`src/rtl/spi_cmd_frontend.sv`:
```
// spi_cmd_frontend
//   Oversamples raw SPI mode-0 pins in the clk domain, deserialises MSB-first
//   bytes and decodes them into register-file writes (cmd 0x02) or reads
//   (cmd 0x03). Read data is prefetched and shifted out on MISO.
//   Optional feature macro: SPI_CMD_STATUS_EN (cmd 0x05 returns a write counter).
// Ports:
//   clk, rst_n           system clock, async active-low reset
//   spi_sck/cs_n/mosi    raw asynchronous SPI inputs
//   spi_miso, _oe        registered serial output and its enable
//   wr_en/addr/data      single-cycle register-file write strobe
//   rd_addr, rd_data     register-file read port (data valid 1 clk after addr)
//   active               high while the FSM is not idle
module spi_cmd_frontend #(
  parameter int unsigned ADDR_BITS = 4
) (
  input  logic                 clk,
  input  logic                 rst_n,
  input  logic                 spi_sck,
  input  logic                 spi_cs_n,
  input  logic                 spi_mosi,
  output logic                 spi_miso,
  output logic                 spi_miso_oe,
  output logic                 wr_en,
  output logic [ADDR_BITS-1:0] wr_addr,
  output logic [7:0]           wr_data,
  output logic [ADDR_BITS-1:0] rd_addr,
  input  logic [7:0]           rd_data,
  output logic                 active
);

  typedef enum logic [2:0] {
    S_IDLE, S_CMD, S_ADDR, S_WR_DATA, S_RD_DATA, S_IGNORE
  } state_t;

  state_t r_state, w_next;

  logic r_sck_s1, r_sck_s2, r_sck_d;
  logic r_cs_s1, r_cs_s2;
  logic r_mosi_s1, r_mosi_s2;
  logic [2:0] r_bitcnt;
  logic [6:0] r_rx;
  logic [7:0] r_tx;
  logic [ADDR_BITS-1:0] r_addr;
  logic r_rd_flag;
  logic r_pf1, r_pf2;

  logic w_rise, w_fall, w_byte_done, w_pf_start, w_rd_upd;
  logic [7:0] w_byte, w_tx_src;

  // Synchronisers plus one history flop on SCK for edge detection.
  // CS_N resets to the deselected level.
  always_ff @(posedge clk or negedge rst_n) begin
    if (!rst_n) begin
      r_sck_s1  <= 1'b0;
      r_sck_s2  <= 1'b0;
      r_sck_d   <= 1'b0;
      r_cs_s1   <= 1'b1;
      r_cs_s2   <= 1'b1;
      r_mosi_s1 <= 1'b0;
      r_mosi_s2 <= 1'b0;
    end else begin
      r_sck_s1  <= spi_sck;
      r_sck_s2  <= r_sck_s1;
      r_sck_d   <= r_sck_s2;
      r_cs_s1   <= spi_cs_n;
      r_cs_s2   <= r_cs_s1;
      r_mosi_s1 <= spi_mosi;
      r_mosi_s2 <= r_mosi_s1;
    end
  end

  assign w_rise      = r_sck_s2 & ~r_sck_d;
  assign w_fall      = ~r_sck_s2 & r_sck_d;
  assign w_byte      = {r_rx, r_mosi_s2};
  assign w_byte_done = w_rise && (r_bitcnt == 3'd7) && (r_state != S_IDLE);

`ifdef SPI_CMD_STATUS_EN
  logic       r_status;
  logic [7:0] r_wcnt;

  always_ff @(posedge clk or negedge rst_n) begin
    if (!rst_n) begin
      r_status <= 1'b0;
      r_wcnt   <= '0;
    end else begin
      if (w_byte_done && r_state == S_CMD) r_status <= (w_byte == 8'h05);
      if (wr_en) r_wcnt <= r_wcnt + 8'd1;
    end
  end

  assign w_pf_start = w_byte_done &&
                      ((r_state == S_ADDR && r_rd_flag) || r_state == S_RD_DATA ||
                       (r_state == S_CMD && w_byte == 8'h05));
  assign w_rd_upd   = r_pf1 & ~r_status;
  assign w_tx_src   = r_status ? r_wcnt : rd_data;
`else
  assign w_pf_start = w_byte_done &&
                      ((r_state == S_ADDR && r_rd_flag) || r_state == S_RD_DATA);
  assign w_rd_upd   = r_pf1;
  assign w_tx_src   = rd_data;
`endif

  always_ff @(posedge clk or negedge rst_n) begin
    if (!rst_n) r_state <= S_IDLE;
    else        r_state <= w_next;
  end

  always_comb begin
    w_next = r_state;
    case (r_state)
      S_IDLE: if (!r_cs_s2) w_next = S_CMD;
      S_CMD:
        if (w_byte_done) begin
          if (w_byte == 8'h02 || w_byte == 8'h03) w_next = S_ADDR;
`ifdef SPI_CMD_STATUS_EN
          else if (w_byte == 8'h05)               w_next = S_RD_DATA;
`endif
          else                                    w_next = S_IGNORE;
        end
      S_ADDR: if (w_byte_done) w_next = r_rd_flag ? S_RD_DATA : S_WR_DATA;
      default: ;
    endcase
    // Applied last so a byte completing alongside CS_N high is still decoded.
    if (r_cs_s2) w_next = S_IDLE;
  end

  always_ff @(posedge clk or negedge rst_n) begin
    if (!rst_n) begin
      r_bitcnt    <= '0;
      r_rx        <= '0;
      r_tx        <= '0;
      r_addr      <= '0;
      r_rd_flag   <= 1'b0;
      r_pf1       <= 1'b0;
      r_pf2       <= 1'b0;
      wr_en       <= 1'b0;
      wr_addr     <= '0;
      wr_data     <= '0;
      rd_addr     <= '0;
      spi_miso    <= 1'b0;
      spi_miso_oe <= 1'b0;
    end else begin
      wr_en <= 1'b0;

      if (r_cs_s2)                          r_bitcnt <= '0;
      else if (w_rise && r_state != S_IDLE) r_bitcnt <= r_bitcnt + 3'd1;

      if (w_rise) r_rx <= w_byte[6:0];

      if (w_byte_done) begin
        case (r_state)
          S_CMD:  r_rd_flag <= (w_byte == 8'h03);
          S_ADDR: r_addr    <= w_byte[ADDR_BITS-1:0];
          S_WR_DATA: begin
            wr_en   <= 1'b1;
            wr_addr <= r_addr;
            wr_data <= w_byte;
            r_addr  <= r_addr + ADDR_BITS'(1);
          end
          S_RD_DATA: r_addr <= r_addr + ADDR_BITS'(1);
          default: ;
        endcase
      end

      // Prefetch pipeline: address out one clk after the byte boundary,
      // register-file data captured into TX one clk after that.
      r_pf1 <= w_pf_start;
      r_pf2 <= r_pf1;
      if (w_rd_upd) rd_addr <= r_addr;

      if (r_pf2)                                r_tx <= w_tx_src;
      else if (w_fall && r_state == S_RD_DATA)  r_tx <= {r_tx[6:0], 1'b0};

      spi_miso_oe <= (w_next == S_RD_DATA);
      if (w_next != S_RD_DATA)                  spi_miso <= 1'b0;
      else if (w_fall && r_state == S_RD_DATA)  spi_miso <= r_tx[7];
    end
  end

  assign active = (r_state != S_IDLE);

endmodule
```
`config.mk`:
```
export PLATFORM = sky130hd
export DESIGN_NAME = spi_cmd_frontend
export DESIGN_NICKNAME = d
export VERILOG_FILES = /design/src/rtl/spi_cmd_frontend.sv
export SDC_FILE = /design/constraint.sdc
export NUM_CORES = 1
export LEC_CHECK = 0
export BUFFER_PORTS_ARGS = -buffer_cell sky130_fd_sc_hd__clkbuf_2
export CAP_MARGIN = 20
export CORE_ASPECT_RATIO = 1.2
export CORE_MARGIN = 3
export CORE_UTILIZATION = 40
export DETAILED_ROUTE_END_ITERATION = 12
export GPL_ROUTABILITY_DRIVEN = 0
export SYNTH_ARGS = -nofsm -noshare
export SYNTH_HDL_FRONTEND = slang
export SYNTH_SLANG_ARGS = --single-unit
```
`constraint.sdc`:
```
create_clock -name clk -period 4.9 [get_ports clk]
set_input_delay 0.98 -clock clk [delete_from_list [all_inputs] [get_ports clk]]
set_output_delay 0.98 -clock clk [all_outputs]
set_load 0.02 [all_outputs]
```
==> flow_metrics.env <==
export IMPL_status="complete, no violations"
export IMPL_die_w_um=73.95
export IMPL_dieArea_um2=6473
export IMPL_rows=29
export IMPL_timing_hold_ws_ps=354.9
export IMPL_dr_first_iter_drc_count=72
export IMPL_routed_via_density=5.011
export IMPL_globalRoute_totalOverflow=0
export IMPL_finalHoldViolations=0
export IMPL_ant_nets=0
export IMPL_switching_share_pct=22.40
export IMPL_hpwl_um=2591
export IMPL_cts_setup_buffers=0
export IMPL_finalNetCount=237
export IMPL_finalPower_w=0.0007610
export IMPL_yosys_top_cells_area="dfrtp_1 (59%), mux2_2 (8.1%), nand2_1 (5.9%)"
export IMPL_synth_area_um2=2216
export IMPL_min_from="r_sck_s1"
export IMPL_max_cap_viol_count=0
export IMPL_reg2reg_depth=4
export IMPL_vias=1423
export IMPL_crit_path_start_kind="register"
export IMPL_netlist_instances=186
export IMPL_switching_power_w=0.0001705
export IMPL_grt_pass1_wl_um=6630
export IMPL_synth_top_cell_area_share_pct=58.72
export IMPL_synth_edf_count=0
export IMPL_r2r_slack_ps=2640
export IMPL_drt_pass1_iter_count=4
export IMPL_ys_ff_latch=54
export IMPL_synth_xor_area_share_pct=0.3953
export IMPL_clock_path_buffers=2
export IMPL_synthArstFlopShare_pct=100.0
export IMPL_io_buffers=32
export IMPL_p_per_area_nw_per_um2=301.1
export IMPL_avgSynthCellArea_um2=11.91
export IMPL_synth_mux_area_share_pct=13.10
export IMPL_crit_fanout=7
export IMPL_peakVddDrop_uv=226.5
export IMPL_ctsResizeCount=0
export IMPL_grt_pass1_vias=1411
export IMPL_n_antenna_cell=0
export IMPL_grt_max_degree=55
export IMPL_yosys_warnings=0
export IMPL_fillers=514
export IMPL_antenna_found_initial=0
export IMPL_synth_top_family_by_area="simple AND/OR/NAND/NOR gates"
export IMPL_critPathArrivalTime_ps=1340
export IMPL_cts_tree="done"
export IMPL_synthSimpleGateAreaFrac_pct=14.85
export IMPL_fmax_mhz=430.4
export IMPL_start_util_pct=41.54
export IMPL_cts_inserted_buffers=5
export IMPL_setup_viol=0
export IMPL_combPwrFrac_pct=5.1
export IMPL_synthTopCellsByCount="dfrtp_1 (52), nand2_1 (35), mux2_2 (16)"
export IMPL_die_h_um=87.54
export IMPL_synth_cell_types=37
export IMPL_post_drt_wl_per_cell_um=13.05
export IMPL_post_route_cells_drive_above_1_share_pct=28.38
export IMPL_critPathSlowestCell="dfrtp_1"
export IMPL_clock_power_share_pct=32.3
export IMPL_yosysSeqAreaShare_pct=61.10
export IMPL_p_leak_nw=1.306
export IMPL_yosysMostFrequentCell="dfrtp_1"
export IMPL_coreArea_um2=5334
export IMPL_synth_main_ff_cell="dfrtp_1"
export IMPL_relSlewSlack_pct=29.77
export IMPL_crit_chain="or3_1 -> clkbuf_2"
export IMPL_setup_worst_path_end_class="output port"
export IMPL_root_buffer="clkbuf_8"
export IMPL_fin_tns_setup_ps=0
export IMPL_cts_hold_buffers=0
export IMPL_crit_end="active"
export IMPL_insertion_delay_ps=300
export IMPL_synth_largest_area_cell="dfrtp_1"
export IMPL_power_internal_w=0.0005905
export IMPL_syn_nets=202
export IMPL_seq_power_share_pct=62.6
export IMPL_grtUsageTotal_pct=13.49
export IMPL_rsz0062_at_grt="false"
export IMPL_hold_class="register to register"
export IMPL_period_share_pct=47.41
export IMPL_timing_rr_end="wr_addr[1]"
export IMPL_finalWirelength_um=3705
export IMPL_critPathTopFamily="flip-flops"
export IMPL_worst_slew_pin_slew_ps=1050
export IMPL_worstSetupPathDepth=2
export IMPL_clock_skew_ps=8.878
export IMPL_synth_fa_ha_area_share_pct=1.694
export IMPL_path_buf_inv=1
export IMPL_clock_sinks=54
export IMPL_critPathMaxStageDelay_ps=450
export IMPL_crit_type="register to output port"
export IMPL_drv_slew=0
export IMPL_worstPathRequired_ps=3920
export IMPL_finalCriticalPeriod_ps=2323
export IMPL_ios=33
export IMPL_syn_to_final_growth_pct=14.06
export IMPL_drcViolationCount=0
export IMPL_htree_levels=2
export IMPL_synth_compound_area_share_pct=7.228
export IMPL_r2r_start="r_state[1]"
export IMPL_cp_startpoint="r_state[2]"
export IMPL_clkTransAtPathRegs_ps=90
-- per-stage QoR --
step	util [%]	std cells	setup slack (ps)	instance area (um^2)
after global routing	47.38	284	2432	2527
after detailed placement	45.67	276	2604	2436
final	47.38	284	2577	2527
after floorplan	-	186	2928	2216
after CTS	47.38	284	2549	2527
after global placement	45.67	276	2635	2436
-- how the worst min path moves through the flow --
| stage | end | slack, ps | cells after the start |
|---|---|---|---|
| after global placement | r_sck_s2 | 330 | 0 |
| after global routing | r_mosi_s2 | 370 | 0 |
| after floorplan | r_mosi_s2 | 330 | 0 |
| after CTS | r_mosi_s2 | 360 | 0 |
| final | r_sck_s2 | 350 | 0 |
| after detailed placement | r_mosi_s2 | 340 | 0 |
-- area by class of cell --
class / count / area, um^2 / area share, %
clock buffers: 7 / 86.33 / 3.416
repair buffers: 33 / 167.7 / 6.634
multi-input cells: 124 / 825.8 / 32.67
well taps: 62 / 77.57 / 3.069
inverters: 3 / 11.26 / 0.4455
flip-flops and latches: 54 / 1354 / 53.56
clock inverters: 1 / 5.005 / 0.1980
-- layer usage --
metal	wire (um)	GRT usage, %	vias up
met1	1738	18.45	682
li1	-	-	710
met3	185	4.018	4
met5	0	0	-
met4	67	4.942	0
met2	1714	20.40	27
-- sequential cells by signal, indices dropped and copies added (netlist names), 3 cells and up --
register,count
r_tx,8
wr_data,8
r_rx,7
r_addr,4
rd_addr,4
wr_addr,4
r_bitcnt,3
r_state,3
-- cells by family (layout without fill, tap and decap cells) --
kind of cell,count (synthesis),after routing
simple gates,66,66
flops,54,54
compound gates,27,27
mux,27,27
buf+inv,8,44
fa+ha+maj,3,3
xor+xnor,1,1
-- cell usage in the layout (no fill, tap or decap), types with 2 or more instances in the layout --
cell / n
clkbuf_2: 32
ha_1: 3
nor2b_1: 3
dfrtp_1: 52
clkbuf_8: 6
a21oi_1: 8
inv_1: 3
nor3_1: 5
mux2_2: 16
nand2_1: 35
nor2_1: 10
dfstp_2: 2
mux2i_1: 11
o21ai_0: 12
-- power by group through the flow --
stage	clock network [W]	registers (W)	logic (W)
after floorplan	0	0.000479	0.0000229
after global placement	0	0.000485	0.0000391
after detailed placement	0	0.000486	0.0000399
after CTS	0.000258	0.000477	0.0000402
after global routing	0.000275	0.000480	0.0000454
final	0.000246	0.000477	0.0000386
No activity file was read; power rests on OpenSTA's default activity.
